$ cat config.mk
export PLATFORM = sky130hd
export DESIGN_NAME = lcd_row_streamer
export DESIGN_NICKNAME = d
export VERILOG_FILES = /design/src/rtl/lcd_row_streamer.sv
export SDC_FILE = /design/constraint.sdc
export NUM_CORES = 1
export LEC_CHECK = 0
export BUFFER_PORTS_ARGS = -buffer_cell sky130_fd_sc_hd__buf_4
export CORE_ASPECT_RATIO = 1.2
export CORE_MARGIN = 1.5
export CORE_UTILIZATION = 45
export CTS_CLUSTER_SIZE = 28
export DETAILED_ROUTE_END_ITERATION = 10
export PLACE_DENSITY_LB_ADDON = 0.1
export SYNTH_ARGS = -nofsm -noshare
export SYNTH_HDL_FRONTEND = slang
export SYNTH_SLANG_ARGS = --single-unit
$ cat constraint.sdc
create_clock -name clk -period 8.57 [get_ports clk]
set_clock_uncertainty 0.1 [all_clocks]
set_input_delay 2.571 -clock clk [delete_from_list [all_inputs] [get_ports clk]]
set_output_delay 2.571 -clock clk [all_outputs]
set_load 0.02 [all_outputs]
$ cat src/rtl/lcd_row_streamer.sv
`default_nettype none
// ============================================================================
// Module      : lcd_row_streamer
// Description : Streams two 16-character text rows to the character-LCD byte
//               path as a DDRAM-address command followed by 16 characters per
//               line. A frame is sent only when row content changes, after
//               reset or abort, or on an optional periodic refresh.
//               Optional feature macro: LCD_ROW_REFRESH_EN (periodic refresh).
// Revision    : 1.0 - initial release
// ============================================================================
module lcd_row_streamer #(
    parameter int REFRESH_CYCLES = 5_000_000
) (
    input  logic         clk,
    input  logic         rst,
    input  logic [127:0] row1,
    input  logic [127:0] row2,
    input  logic         init_done,
    output logic         byte_valid,
    output logic [7:0]   byte_data,
    output logic         byte_rs,
    input  logic         byte_ready,
    output logic         busy,
    output logic         frame_done
);

    typedef enum logic [2:0] {
        S_IDLE = 3'd0,
        S_CMD1 = 3'd1,
        S_ROW1 = 3'd2,
        S_CMD2 = 3'd3,
        S_ROW2 = 3'd4,
        S_DONE = 3'd5
    } state_t;

    localparam logic [7:0] c_cmd_line1 = 8'h80;
    localparam logic [7:0] c_cmd_line2 = 8'hC0;
    localparam logic [3:0] c_last_col  = 4'd15;

    state_t       r_state, w_state;
    logic [127:0] r_shadow1, w_shadow1;
    logic [127:0] r_shadow2, w_shadow2;
    logic [3:0]   r_col, w_col;
    logic         r_dirty, w_dirty;
    logic         r_valid, w_valid;
    logic [7:0]   r_data, w_data;
    logic         r_rs, w_rs;
    logic         r_busy, r_done;
    logic         w_xfer;
    logic         w_start;
    logic         w_refresh_wrap;

    // Pick column col of a packed row (column 0 in the top byte) and replace
    // anything outside printable ASCII with a space.
    function automatic logic [7:0] f_char(input logic [127:0] row, input logic [3:0] col);
        logic [7:0] b;
        b = row[{~col, 3'b000} +: 8];
        return ((b < 8'h20) || (b > 8'h7E)) ? 8'h20 : b;
    endfunction

    assign w_xfer  = r_valid & byte_ready;
    assign w_start = init_done & (r_dirty | ({row1, row2} != {r_shadow1, r_shadow2}));

`ifdef LCD_ROW_REFRESH_EN
    localparam int c_cnt_w = $clog2(REFRESH_CYCLES);
    localparam logic [c_cnt_w-1:0] c_refresh_last = c_cnt_w'(REFRESH_CYCLES - 1);

    logic [c_cnt_w-1:0] r_refresh_cnt;

    assign w_refresh_wrap = (r_refresh_cnt == c_refresh_last);

    // Free-running refresh timer; each wrap marks the display stale.
    always_ff @(posedge clk or negedge rst) begin
        if (!rst) begin
            r_refresh_cnt <= '0;
        end else if (w_refresh_wrap) begin
            r_refresh_cnt <= '0;
        end else begin
            r_refresh_cnt <= r_refresh_cnt + 1'b1;
        end
    end
`else
    // No periodic refresh; the legal period is never zero so this stays low.
    assign w_refresh_wrap = (REFRESH_CYCLES == 0);
`endif

    // Next-state and next-output logic; the offered byte only advances on a transfer.
    always_comb begin
        w_state   = r_state;
        w_shadow1 = r_shadow1;
        w_shadow2 = r_shadow2;
        w_col     = r_col;
        w_dirty   = r_dirty;
        w_valid   = r_valid;
        w_data    = r_data;
        w_rs      = r_rs;

        case (r_state)
            S_IDLE: begin
                if (w_start) begin
                    w_shadow1 = row1;
                    w_shadow2 = row2;
                    w_dirty   = 1'b0;
                    w_col     = 4'd0;
                    w_state   = S_CMD1;
                    w_valid   = 1'b1;
                    w_data    = c_cmd_line1;
                    w_rs      = 1'b0;
                end
            end
            S_CMD1: begin
                if (w_xfer) begin
                    w_state = S_ROW1;
                    w_col   = 4'd0;
                    w_data  = f_char(r_shadow1, 4'd0);
                    w_rs    = 1'b1;
                end
            end
            S_ROW1: begin
                if (w_xfer) begin
                    if (r_col == c_last_col) begin
                        w_state = S_CMD2;
                        w_col   = 4'd0;
                        w_data  = c_cmd_line2;
                        w_rs    = 1'b0;
                    end else begin
                        w_col  = r_col + 4'd1;
                        w_data = f_char(r_shadow1, r_col + 4'd1);
                    end
                end
            end
            S_CMD2: begin
                if (w_xfer) begin
                    w_state = S_ROW2;
                    w_col   = 4'd0;
                    w_data  = f_char(r_shadow2, 4'd0);
                    w_rs    = 1'b1;
                end
            end
            S_ROW2: begin
                if (w_xfer) begin
                    if (r_col == c_last_col) begin
                        w_state = S_DONE;
                        w_col   = 4'd0;
                        w_valid = 1'b0;
                    end else begin
                        w_col  = r_col + 4'd1;
                        w_data = f_char(r_shadow2, r_col + 4'd1);
                    end
                end
            end
            S_DONE: begin
                w_state = S_IDLE;
            end
            default: begin
                w_state = S_IDLE;
                w_valid = 1'b0;
            end
        endcase

        // Losing the LCD mid-frame abandons the frame and forces a resend.
        if ((r_state != S_IDLE) && !init_done) begin
            w_state = S_IDLE;
            w_valid = 1'b0;
            w_dirty = 1'b1;
        end

        if (w_refresh_wrap) begin
            w_dirty = 1'b1;
        end
    end

    // State, shadow rows and registered byte-path outputs.
    always_ff @(posedge clk or negedge rst) begin
        if (!rst) begin
            r_state   <= S_IDLE;
            r_shadow1 <= '0;
            r_shadow2 <= '0;
            r_col     <= 4'd0;
            r_dirty   <= 1'b1;
            r_valid   <= 1'b0;
            r_data    <= 8'h00;
            r_rs      <= 1'b0;
            r_busy    <= 1'b0;
            r_done    <= 1'b0;
        end else begin
            r_state   <= w_state;
            r_shadow1 <= w_shadow1;
            r_shadow2 <= w_shadow2;
            r_col     <= w_col;
            r_dirty   <= w_dirty;
            r_valid   <= w_valid;
            r_data    <= w_data;
            r_rs      <= w_rs;
            r_busy    <= (w_state != S_IDLE);
            r_done    <= (w_state == S_DONE);
        end
    end

    assign byte_valid = r_valid;
    assign byte_data  = r_data;
    assign byte_rs    = r_rs;
    assign busy       = r_busy;
    assign frame_done = r_done;

endmodule
`default_nettype wire

# After elaboration in Yosys (flattened, before gate mapping)
# Cells that the tools add are included.
[word_totals] output_inout_bits=12 wordCells=105 register_bits=276
[classes] n_bitwise=4 shift=2 reduce_logical=23 add_sub_neg=1 muxes=36 magnitude_cmp=8 n_eq_ne=21
[ops] operator="$ne A256 B256 Y1" count=1
[ops] operator="$shiftx A128 B8 Y8" count=2
[ops] operator="$mux W8" count=11
[ops] operator="$pmux W8 S5" count=1
[ops] operator="$gt A8 B7 Y1 const B" count=4
[ops] operator="$lt A8 B6 Y1 const B" count=4
[ops] operator="$mux W3" count=8
[ops] operator="$mux W4" count=4
[ops] operator="$pmux W3 S5" count=1
[ops] operator="$ne A2 B2 Y1 const B" count=7
[ops] operator="$pmux W4 S3" count=1
[ops] operator="$reduce_bool A3 Y1" count=4
[ops] operator="$eq A3 B3 Y1 const B" count=3
[ops] operator="$ne A3 B3 Y1 const B" count=3
[ops] operator="$mux W1" count=8
[ops] operator="$reduce_and A4 Y1" count=2
[ops] operator="$reduce_and A7 Y1" count=1
[ops] operator="$eq A3 B2 Y1 const B" count=2
[ops] operator="$ne A2 B1 Y1 const B" count=3
[ops] operator="$pmux W1 S3" count=2
[ops] operator="$reduce_and A5 Y1" count=1
[ops] operator="$reduce_bool A5 Y1" count=1
[ops] operator="$add A4 B1 Y4 const B" count=1
[ops] operator="$eq A4 B4 Y1 const B" count=1
[ops] operator="12 further kinds" count=19

# Depth between registers and ports, before layout
# Gate-level depths: netlist (run 1).
[depth] ltp_word=9 ltp_mapped=12

# Least setup slack after synthesis (run 1)
# Ideal clock, no wire load.
[synth_path] path_kind="input -> register" startpoint="input row1[122]" endpoint="register r_shadow1[0]" path_stages=9 n_path_buf=2 required_time_ns=8.345 arrival_time_ns=4.610 path_slack_ns=3.735 setup_ns=0.125 path_cell_list="xor2_1 > nor4_1 > nand4_1 > nor4_1 > nand4_1 > o21bai_1 > clkbuf_1 > buf_2 > mux2_2"
[synth_via] elab_chain_len=4
[synth_lines] element="start: declaration" line_no="16" source="input logic [127:0] row1,"
[synth_lines] element="$ne A256 B256 Y1" line_no="62" source="assign w_start = init_done & (r_dirty | ({row1, row2} != {r_shadow1, r_shadow2}));"
[synth_lines] element="$or A1 B1 Y1" line_no="62"
[synth_lines] element="$and A1 B1 Y1" line_no="62"
[synth_lines] element="$reduce_and A2 Y1 (no source line)"
[synth_lines] element="end signal: assignment" line_no="188" source="r_shadow1 <= w_shadow1;"
[synth_lines] element="end: declaration" line_no="41" source="logic [127:0] r_shadow1, w_shadow1;"
# Every way passes these cells.
# A chain may end at the register's enable or synchronous reset.

# Final worst setup path (run 1)
[layout_path] startpoint="input row1[70]" endpoint="register r_shadow2[25]"
[layout_via] elab_chain_len=4
[layout_lines] element="$ne A256 B256 Y1" line_no="62"
[layout_lines] element="$or A1 B1 Y1" line_no="62"
[layout_lines] element="$and A1 B1 Y1" line_no="62"
[layout_lines] element="$reduce_and A2 Y1 (no source line)"
[layout_lines] element="end signal: assignment" line_no="189" source="r_shadow2 <= w_shadow2;"
[layout_lines] element="end: declaration" line_no="42" source="logic [127:0] r_shadow2, w_shadow2;"
# Every way passes these cells.

==> impl_summary.txt, run 1 <==
----------------------------------------------------
[CTS]
  CTS tree ... built
  Largest buffer count on any clock path ... 3
  Total clock sinks ... 276
  TritonCTS Buffers ... 30
  Quantity of gates resized following cts ... 0
  Post-CTS repair timing setup buffer count ... 0
  Root cell of the clock tree ... sky130_fd_sc_hd__clkbuf_16
  Clock-pin slew of the registers on the worst-case setup and hold paths ... 0.06 ns
  H-tree lvl count ... 1
  CTS hold repair buffers ... 0
  Source-to-sink clock delay at the later pin of the worst-skew pair ... 0.56 ns

[STA]
  Final max-slew violation count ... 0
  Final setup TNS ... 0 ns
  Minimum clock period after layout ... 5.81 ns
  Share of the cycle needed by the critical path after routing ... 0.678
  Number of hold violations in the final report ... 0
  Final setup fails ... 0
  RSZ-0062 raised after global routing ... no
  Slew of the pin with the lowest slew margin ... 1.10 ns
  Maximum frequency from static timing analysis ... 172 MHz
  Max_slew headroom ... 0.262

[Final layout]
  Total area of multi-input combinational cells ... 8690 um2
  Area occupied by registers ... 6910 um2
  Count of placed standard cells in the final layout, fillers left out ... 1975
  Util after Layout ... 0.552
  Number of nets in the final layout ... 1756
  Most frequent cells in the layout ... sky130_fd_sc_hd__buf_4, sky130_fd_sc_hd__dfrtp_1, sky130_fd_sc_hd__mux2_2
  Post-layout instance area ... 19300 um2
  Share of cells above drive strength 1 ... 0.441
  Synth-to-Final Area Change ... 20.8%
  N_diodes ... 0
  Most frequent standard cell in the layout excluding fill and tap cells ... sky130_fd_sc_hd__buf_4
  Layout fillers ... 3062

[Detailed routing]
  Vias after detailed routing ... 11.3k
  Drt first-iter violations ... 864
  First-pass detailed-route iteration total ... 5
  Vias per cell ... 5.75
  Count of nets left with antenna violations after detail routing ... 0
  Final wirelength ... 52400 um
  WL/cell ... 26.5 um
  DRC errors left ... 0

[Place]
  Placed cell count ... 1925
  PortBufs ... 271
  Placed Area ... 18400 um2
  Weighted congestion at the end of routability-driven global placement ... 0.870
  Detailed placer's ending HPWL ... 40500 um

[Pwr]
  Worst voltage drop across the vdd grid ... 0.147 mV
  Pwr per Cell Area ... 274 nW/um2
  Static leakage ... 0.00801 uW

[Global route]
  Largest net degree at the start of global routing ... 125
  Wire length of the first global-routing pass ... 75700 um
  Number of global-route vias before repair ... 11.6k
  All-layer global routing usage ... 0.287
  Remaining global-route overflow ... 0
  Number of antenna violations at the first check in global routing ... 0

[Yosys]
  Gate count after technology mapping ... 1240
  Prevailing post-synth register cell ... sky130_fd_sc_hd__dfrtp_1
  Share of the yosys chip area belonging to registers ... 0.433
  Number of synthesis warnings ... 0
  FFs w/ async S/R, synth ... 1.00
  Number of synthesized flops with an enable pin ... 0
  Net count after synthesis ... 1501
  Mapped cell area ... 15900 um2
  Seq cells post-synth ... 276
  Most area-hungry cell type in the Yosys netlist ... sky130_fd_sc_hd__dfrtp_1
  Fraction of synthesized cell area taken by the top area cell type ... 0.431
  Biggest area contributors in the synthesized netlist ... sky130_fd_sc_hd__dfrtp_1, sky130_fd_sc_hd__mux2_2, sky130_fd_sc_hd__xor2_1
  Distinct cells, synth ... 60
  Post-Syn Area per Cell ... 12.9 um2

[Worst setup path]
  Critical setup path kind ... input pin to register
  Critical path fanouts, max ... 74
  CP Launch Type ... input pin
  Critical path endpoint category ... register
  WP data required ... 8.92 ns
  Worst R2R Path Depth ... 7
  Worst path arrival time ... 6.16 ns

[Floorplanning]
  DIE AREA ... 36600 um2
  Floorplan die width ... 175 um
  Initial core utilization ... 0.457
  Site Rows ... 75
  I/O pin cnt ... 272
  Area of the core ... 34900 um2
  Die boundary height ... 209 um

[Status]
  Run status ... complete, no violations

[Run]
  # Max-Cap Violations ... 0

[Hold path]
  Min-Delay Path Class ... register to register
  Cell depth of the worst hold path ... 2

----------------------------------------------------
## logic make-up after synthesis
family	synth area share
AOI/OAI and AO/OA	0.0314
xor gates and xnor gates	0.146
adders and majority gates	0.000784
buffers and inverters	0.0244
DFF	0.433
muxes	0.287
and+or+nand+nor	0.0774
## cells in the mapped netlist (2+ instances only)
| master | count |
|---|---|
| sky130_fd_sc_hd__buf_2 | 33 |
| sky130_fd_sc_hd__nand3b_1 | 7 |
| sky130_fd_sc_hd__o21ai_0 | 6 |
| sky130_fd_sc_hd__a31o_2 | 6 |
| sky130_fd_sc_hd__nor3b_1 | 11 |
| sky130_fd_sc_hd__inv_1 | 7 |
| sky130_fd_sc_hd__mux4_1 | 3 |
| sky130_fd_sc_hd__mux2_2 | 265 |
| sky130_fd_sc_hd__a311o_1 | 3 |
| sky130_fd_sc_hd__a21oi_1 | 10 |
| sky130_fd_sc_hd__xor2_1 | 196 |
| sky130_fd_sc_hd__a22oi_1 | 5 |
| sky130_fd_sc_hd__o2bb2ai_1 | 2 |
| sky130_fd_sc_hd__xnor2_1 | 64 |
| sky130_fd_sc_hd__dfrtp_1 | 275 |
| sky130_fd_sc_hd__buf_1 | 2 |
| sky130_fd_sc_hd__nand3_1 | 12 |
| sky130_fd_sc_hd__nor3_1 | 13 |
| sky130_fd_sc_hd__o211a_1 | 3 |
| sky130_fd_sc_hd__clkbuf_1 | 10 |
| sky130_fd_sc_hd__o211ai_1 | 3 |
| sky130_fd_sc_hd__nand2_1 | 41 |
| sky130_fd_sc_hd__and3_1 | 4 |
| sky130_fd_sc_hd__buf_6 | 4 |
| sky130_fd_sc_hd__nor4_1 | 55 |
| sky130_fd_sc_hd__and2_1 | 3 |
| sky130_fd_sc_hd__o221ai_1 | 2 |
| sky130_fd_sc_hd__buf_4 | 9 |
| sky130_fd_sc_hd__nand2b_1 | 2 |
| sky130_fd_sc_hd__buf_12 | 2 |
| sky130_fd_sc_hd__mux4_2 | 54 |
| sky130_fd_sc_hd__nand4_1 | 36 |
| sky130_fd_sc_hd__nor2b_1 | 6 |
| sky130_fd_sc_hd__o2111ai_1 | 5 |
| sky130_fd_sc_hd__a31oi_1 | 6 |
| sky130_fd_sc_hd__o21bai_1 | 3 |
| sky130_fd_sc_hd__or2_2 | 4 |
| sky130_fd_sc_hd__mux2i_1 | 29 |
| sky130_fd_sc_hd__nor2_1 | 18 |
## metrics by stage
stage	power (uW)	worst slack (ns)	hold slack (ns)
final	5270	2.76	0.442
after floorplan	3280	3.73	0.410
after CTS	5280	2.85	0.447
after global routing	5500	2.75	0.457
after global placement	3990	2.34	0.426
after detailed placement	4030	2.25	0.433
## worst paths after layout
check                      slack [ns]                     start                         to
setup / recovery                 2.76                  row1[70]  r_shadow2[25]$_DFFE_PN0P_
hold / removal                   0.44  byte_data[7]$_DFFE_PN0P_   byte_data[7]$_DFFE_PN0P_
setup reg to reg                 4.23      r_col[0]$_DFFE_PN0P_   byte_data[0]$_DFFE_PN0P_
hold reg to reg                  0.44  byte_data[7]$_DFFE_PN0P_   byte_data[7]$_DFFE_PN0P_
max in group asynchronous        4.85                       rst       r_col[0]$_DFFE_PN0P_
min in group asynchronous        1.95                       rst  r_shadow2[12]$_DFFE_PN0P_
## sequential cells by signal, summed over array words and instances, names as in the netlist
register,count
byte_rs,1
r_shadow1,128
frame_done,1
r_dirty,1
busy,1
r_shadow2,128
r_col,4
r_state,3
byte_data,8
byte_valid,1
## critical path, stage by stage
cell and delay, ns:
sky130_fd_sc_hd__buf_4 0.12, sky130_fd_sc_hd__xor2_1 0.13, sky130_fd_sc_hd__nor4_1 0.93, sky130_fd_sc_hd__nand4_1 0.17, sky130_fd_sc_hd__nor4_1 0.28, sky130_fd_sc_hd__nand4_1 0.35
sky130_fd_sc_hd__o21bai_4 0.30, sky130_fd_sc_hd__buf_4 0.76, sky130_fd_sc_hd__mux2_2 0.42
## where the power goes
group	leakage [uW]	switching [uW]	internal [uW]
Combinational	0.00431	862	950
Sequential	0.00325	486	1730
Clock	0.000454	535	705
Total	0.00801	1880	3390
## metal layers
layer  track usage  share of wire
met1         0.393           0.43
met2         0.475           0.49
met3        0.0338          0.052
met4        0.0958          0.035
met5             0              0
## area by class of cell
| class | instances | share of cell area |
|---|---|---|
| Timing Repair Buffer | 283 | 0.111 |
| Clock inverter | 5 | 0.00130 |
| Clock buffer | 45 | 0.0461 |
| Sequential cell | 276 | 0.359 |
| Inverter | 7 | 0.00136 |
| Multi-Input combinational cell | 897 | 0.451 |
| Tap cell | 462 | 0.0300 |
(Power assumes the default switching activity.)
==> inputs of run 2 (changes only) <==
--- a/config.mk
+++ b/config.mk
@@ -5,6 +5,7 @@
 export SDC_FILE = /design/constraint.sdc
 export NUM_CORES = 1
 export LEC_CHECK = 0
+export ABC_AREA = 1
 export BUFFER_PORTS_ARGS = -buffer_cell sky130_fd_sc_hd__buf_4
 export CORE_ASPECT_RATIO = 1.2
 export CORE_MARGIN = 1.5
==> constraint.sdc (replaced) <==
create_clock -name clk -period 5.9 [get_ports clk]
set_clock_uncertainty 0.1 [all_clocks]
set_input_delay 1.77 -clock clk [delete_from_list [all_inputs] [get_ports clk]]
set_output_delay 1.77 -clock clk [all_outputs]
set_load 0.02 [all_outputs]
==> impl_summary.txt, run 2 <==
----------------------------------------------------
[Floorplanning]
  I/O pin cnt ... 272
  Initial core utilization ... 0.456
  DIE AREA ... 40500 um2
  Site Rows ... 79
  Die boundary height ... 220 um
  Floorplan die width ... 184 um
  Area of the core ... 38700 um2

[Pwr]
  Power dissipated by switching net loads ... 5170 uW
  Portion of total power attributed to combinational logic ... 0.460
  Int Power ... 5670 uW
  Fraction of power consumed by the clock network ... 0.200
  Switching fraction of total power ... 0.477
  Pwr per Cell Area ... 511 nW/um2
  Sequential share of power ... 0.340
  Static leakage ... 0.0113 uW
  Worst voltage drop across the vdd grid ... 0.237 mV

[Final layout]
  Post-layout instance area ... 21200 um2
  Layout fillers ... 3938
  Share of cells above drive strength 1 ... 0.126
  Synth-to-Final Area Change ... 20.0%
  N_diodes ... 0
  Most frequent standard cell in the layout excluding fill and tap cells ... sky130_fd_sc_hd__nand2_1
  Count of placed standard cells in the final layout, fillers left out ... 3511
  Most frequent cells in the layout ... sky130_fd_sc_hd__nand2_1, sky130_fd_sc_hd__inv_1, sky130_fd_sc_hd__o21ai_0
  Number of nets in the final layout ... 3221

[Detailed routing]
  Final wirelength ... 70000 um
  Met1 routed wirelength after detailed routing ... 28300 um
  DRC errors left ... 0
  Count of nets left with antenna violations after detail routing ... 0
  Met2 WL post-DR ... 32000 um
  WL/cell ... 19.9 um
  Vias per cell ... 5.31
  Met3 WL post-DR ... 5310 um
  Drt first-iter violations ... 2063
  Uppermost layer routed ... met4
  First-pass detailed-route iteration total ... 5
  Vias after detailed routing ... 18.7k

[Yosys]
  FFs w/ async S/R, synth ... 1.00
  Dominant cell by count in the synthesized netlist ... sky130_fd_sc_hd__nand2_1
  Fraction of synthesized cell area taken by the top area cell type ... 0.389
  Distinct cells, synth ... 40
  Number of synthesized flops with an enable pin ... 0
  Seq cells post-synth ... 276
  Gate count after technology mapping ... 2743
  Most area-hungry cell type in the Yosys netlist ... sky130_fd_sc_hd__dfrtp_1
  Biggest area contributors in the synthesized netlist ... sky130_fd_sc_hd__dfrtp_1, sky130_fd_sc_hd__nand2_1, sky130_fd_sc_hd__o21ai_0
  Number of synthesis warnings ... 0
  Post-Syn Area per Cell ... 6.44 um2
  Most common library cells after synthesis ... sky130_fd_sc_hd__nand2_1, sky130_fd_sc_hd__inv_1, sky130_fd_sc_hd__o21ai_0, sky130_fd_sc_hd__dfrtp_1, sky130_fd_sc_hd__nor2_1
  Net count after synthesis ... 3004
  Prevailing post-synth register cell ... sky130_fd_sc_hd__dfrtp_1
  Mapped cell area ... 17700 um2
  Share of the yosys chip area belonging to registers ... 0.391

[Hold path]
  Cell depth of the worst hold path ... 2
  Hold path endpoint ... byte_data[5]$_DFFE_PN0P_
  Hold path startpoint ... byte_data[5]$_DFFE_PN0P_
  Min-Delay Path Class ... register to register

[Worst setup path]
  Worst R2R Path Depth ... 14
  Worst path arrival time ... 4.67 ns
  Slack of the worst reg-to-reg path ... 1.76 ns
  Critical setup path kind ... input pin to register
  Critical path endpoint category ... register
  Critical path fanouts, max ... 174
  WP data required ... 6.18 ns
  Cell chain of the critical path ... buf_4 > nand2_1 > o21ai_0 > nor2_1 > nand2_1 > nor2_1 > nand2_1 > nor2_1 > nand2_1 > nor2_1 > nand3_1 > nand3_4 > buf_12 > o21ai_0
  Slowest stage delay, CP ... 0.46 ns
  Origin of the critical flop-to-flop path ... r_col[0]$_DFFE_PN0P_
  Capture instance of the worst register-to-register path ... byte_data[5]$_DFFE_PN0P_
  CP Launch Type ... input pin
  Slowest stage cell on the critical path ... sky130_fd_sc_hd__buf_12

[CTS]
  H-tree lvl count ... 2
  TritonCTS Buffers ... 34
  Quantity of gates resized following cts ... 0
  Clock-pin slew of the registers on the worst-case setup and hold paths ... 0.06 ns
  Total clock sinks ... 276
  CTS hold repair buffers ... 0
  Largest buffer count on any clock path ... 3
  Source-to-sink clock delay at the later pin of the worst-skew pair ... 0.54 ns
  CTS tree ... built
  Post-CTS repair timing setup buffer count ... 0
  Root cell of the clock tree ... sky130_fd_sc_hd__clkbuf_16

[STA]
  Final hold slack ... 0.375 ns
  Final setup fails ... 0
  Slew of the pin with the lowest slew margin ... 1.10 ns
  Number of hold violations in the final report ... 0
  Share of the cycle needed by the critical path after routing ... 0.745
  Minimum clock period after layout ... 4.39 ns
  Final setup TNS ... 0 ns
  Maximum frequency from static timing analysis ... 228 MHz
  RSZ-0062 raised after global routing ... no
  Final setup slack of the worst path ... 1.51 ns
  Max_slew headroom ... 0.268
  Final max-slew violation count ... 0

[Place]
  Post-placement worst setup slack ... 1.14 ns
  Weighted congestion at the end of routability-driven global placement ... 0.986
  Placed cell count ... 3450
  PortBufs ... 271
  Placed Area ... 20100 um2
  Detailed placer's ending HPWL ... 53900 um

[Global route]
  Wire length of the first global-routing pass ... 104000 um
  Number of antenna violations at the first check in global routing ... 1
  Remaining global-route overflow ... 0
  Number of global-route vias before repair ... 17.5k
  All-layer global routing usage ... 0.349
  Largest net degree at the start of global routing ... 175

[Run]
  # Max-Cap Violations ... 0

[Status]
  Run status ... complete, no violations

----------------------------------------------------
==> run 2: cell count changes in the layout (fill, tap and decap cells not counted), sizes merged, moves of 57 or more <==
cell,delta
nand2,+900
inv,+449
o21ai,+414
mux2,-266
nor2,+195
xor2,-169
nand3,+159
mux4,-57
==> run 2: kinds of logic after synthesis <==
group,synth area share
and+or+nand+nor,0.312
DFF,0.391
buffers and inverters,0.126
adders and majority gates,0.000708
xor gates and xnor gates,0.0222
AOI/OAI and AO/OA,0.149
==> run 2: final cells by class <==
cell class	instances	area (um2)	area share
Multi-Input combinational cell	1906	8550	0.403
Sequential cell	276	6910	0.326
Timing Repair Buffer	287	2240	0.105
Inverter	455	1710	0.0806
Clock buffer	53	1030	0.0487
Tap cell	526	658	0.0310
Clock inverter	8	109	0.00513
==> run 2: routing by layer <==
metal	vias up	track usage
met5	-	0
met4	0	0.197
met3	154	0.0425
met2	852	0.565
met1	8687	0.452
li1	8960	-
==> run 2: worst max-delay path, delay by kind of cell <==
kind	cells	cell delay [ns]
compound gates	2	0.31
buf+inv	2	0.58
simple gates	10	1.82
==> run 2: power by group through the flow <==
stage	sequential, uW	combinational, uW	clock, uW
2_1_floorplan	3400	3310	0
3_3_place_gp	3630	4830	0
3_5_place_dp	3670	4910	0
4_1_cts	3650	4930	2190
5_1_grt	3800	5550	2280
6_report	3680	4990	2170
==> run 2: worst max path at each step <==
stage	start	endpoint	cells past startpoint
2_1_floorplan	row1[69]	r_col[0]$_DFFE_PN0P_	15
3_3_place_gp	row1[56]	r_shadow2[110]$_DFFE_PN0P_	14
3_5_place_dp	row1[56]	r_shadow1[124]$_DFFE_PN0P_	14
4_1_cts	row1[56]	r_shadow2[17]$_DFFE_PN0P_	14
5_1_grt	row1[56]	r_shadow2[104]$_DFFE_PN0P_	14
6_report	row1[56]	r_shadow2[94]$_DFFE_PN0P_	14
==> run 2: per-stage QoR <==
stage	power, uW	util
after floorplan	6710	-
after global routing	11600	0.547
after global placement	8460	0.518
after detailed placement	8580	0.518
final	10800	0.547
after CTS	10800	0.547
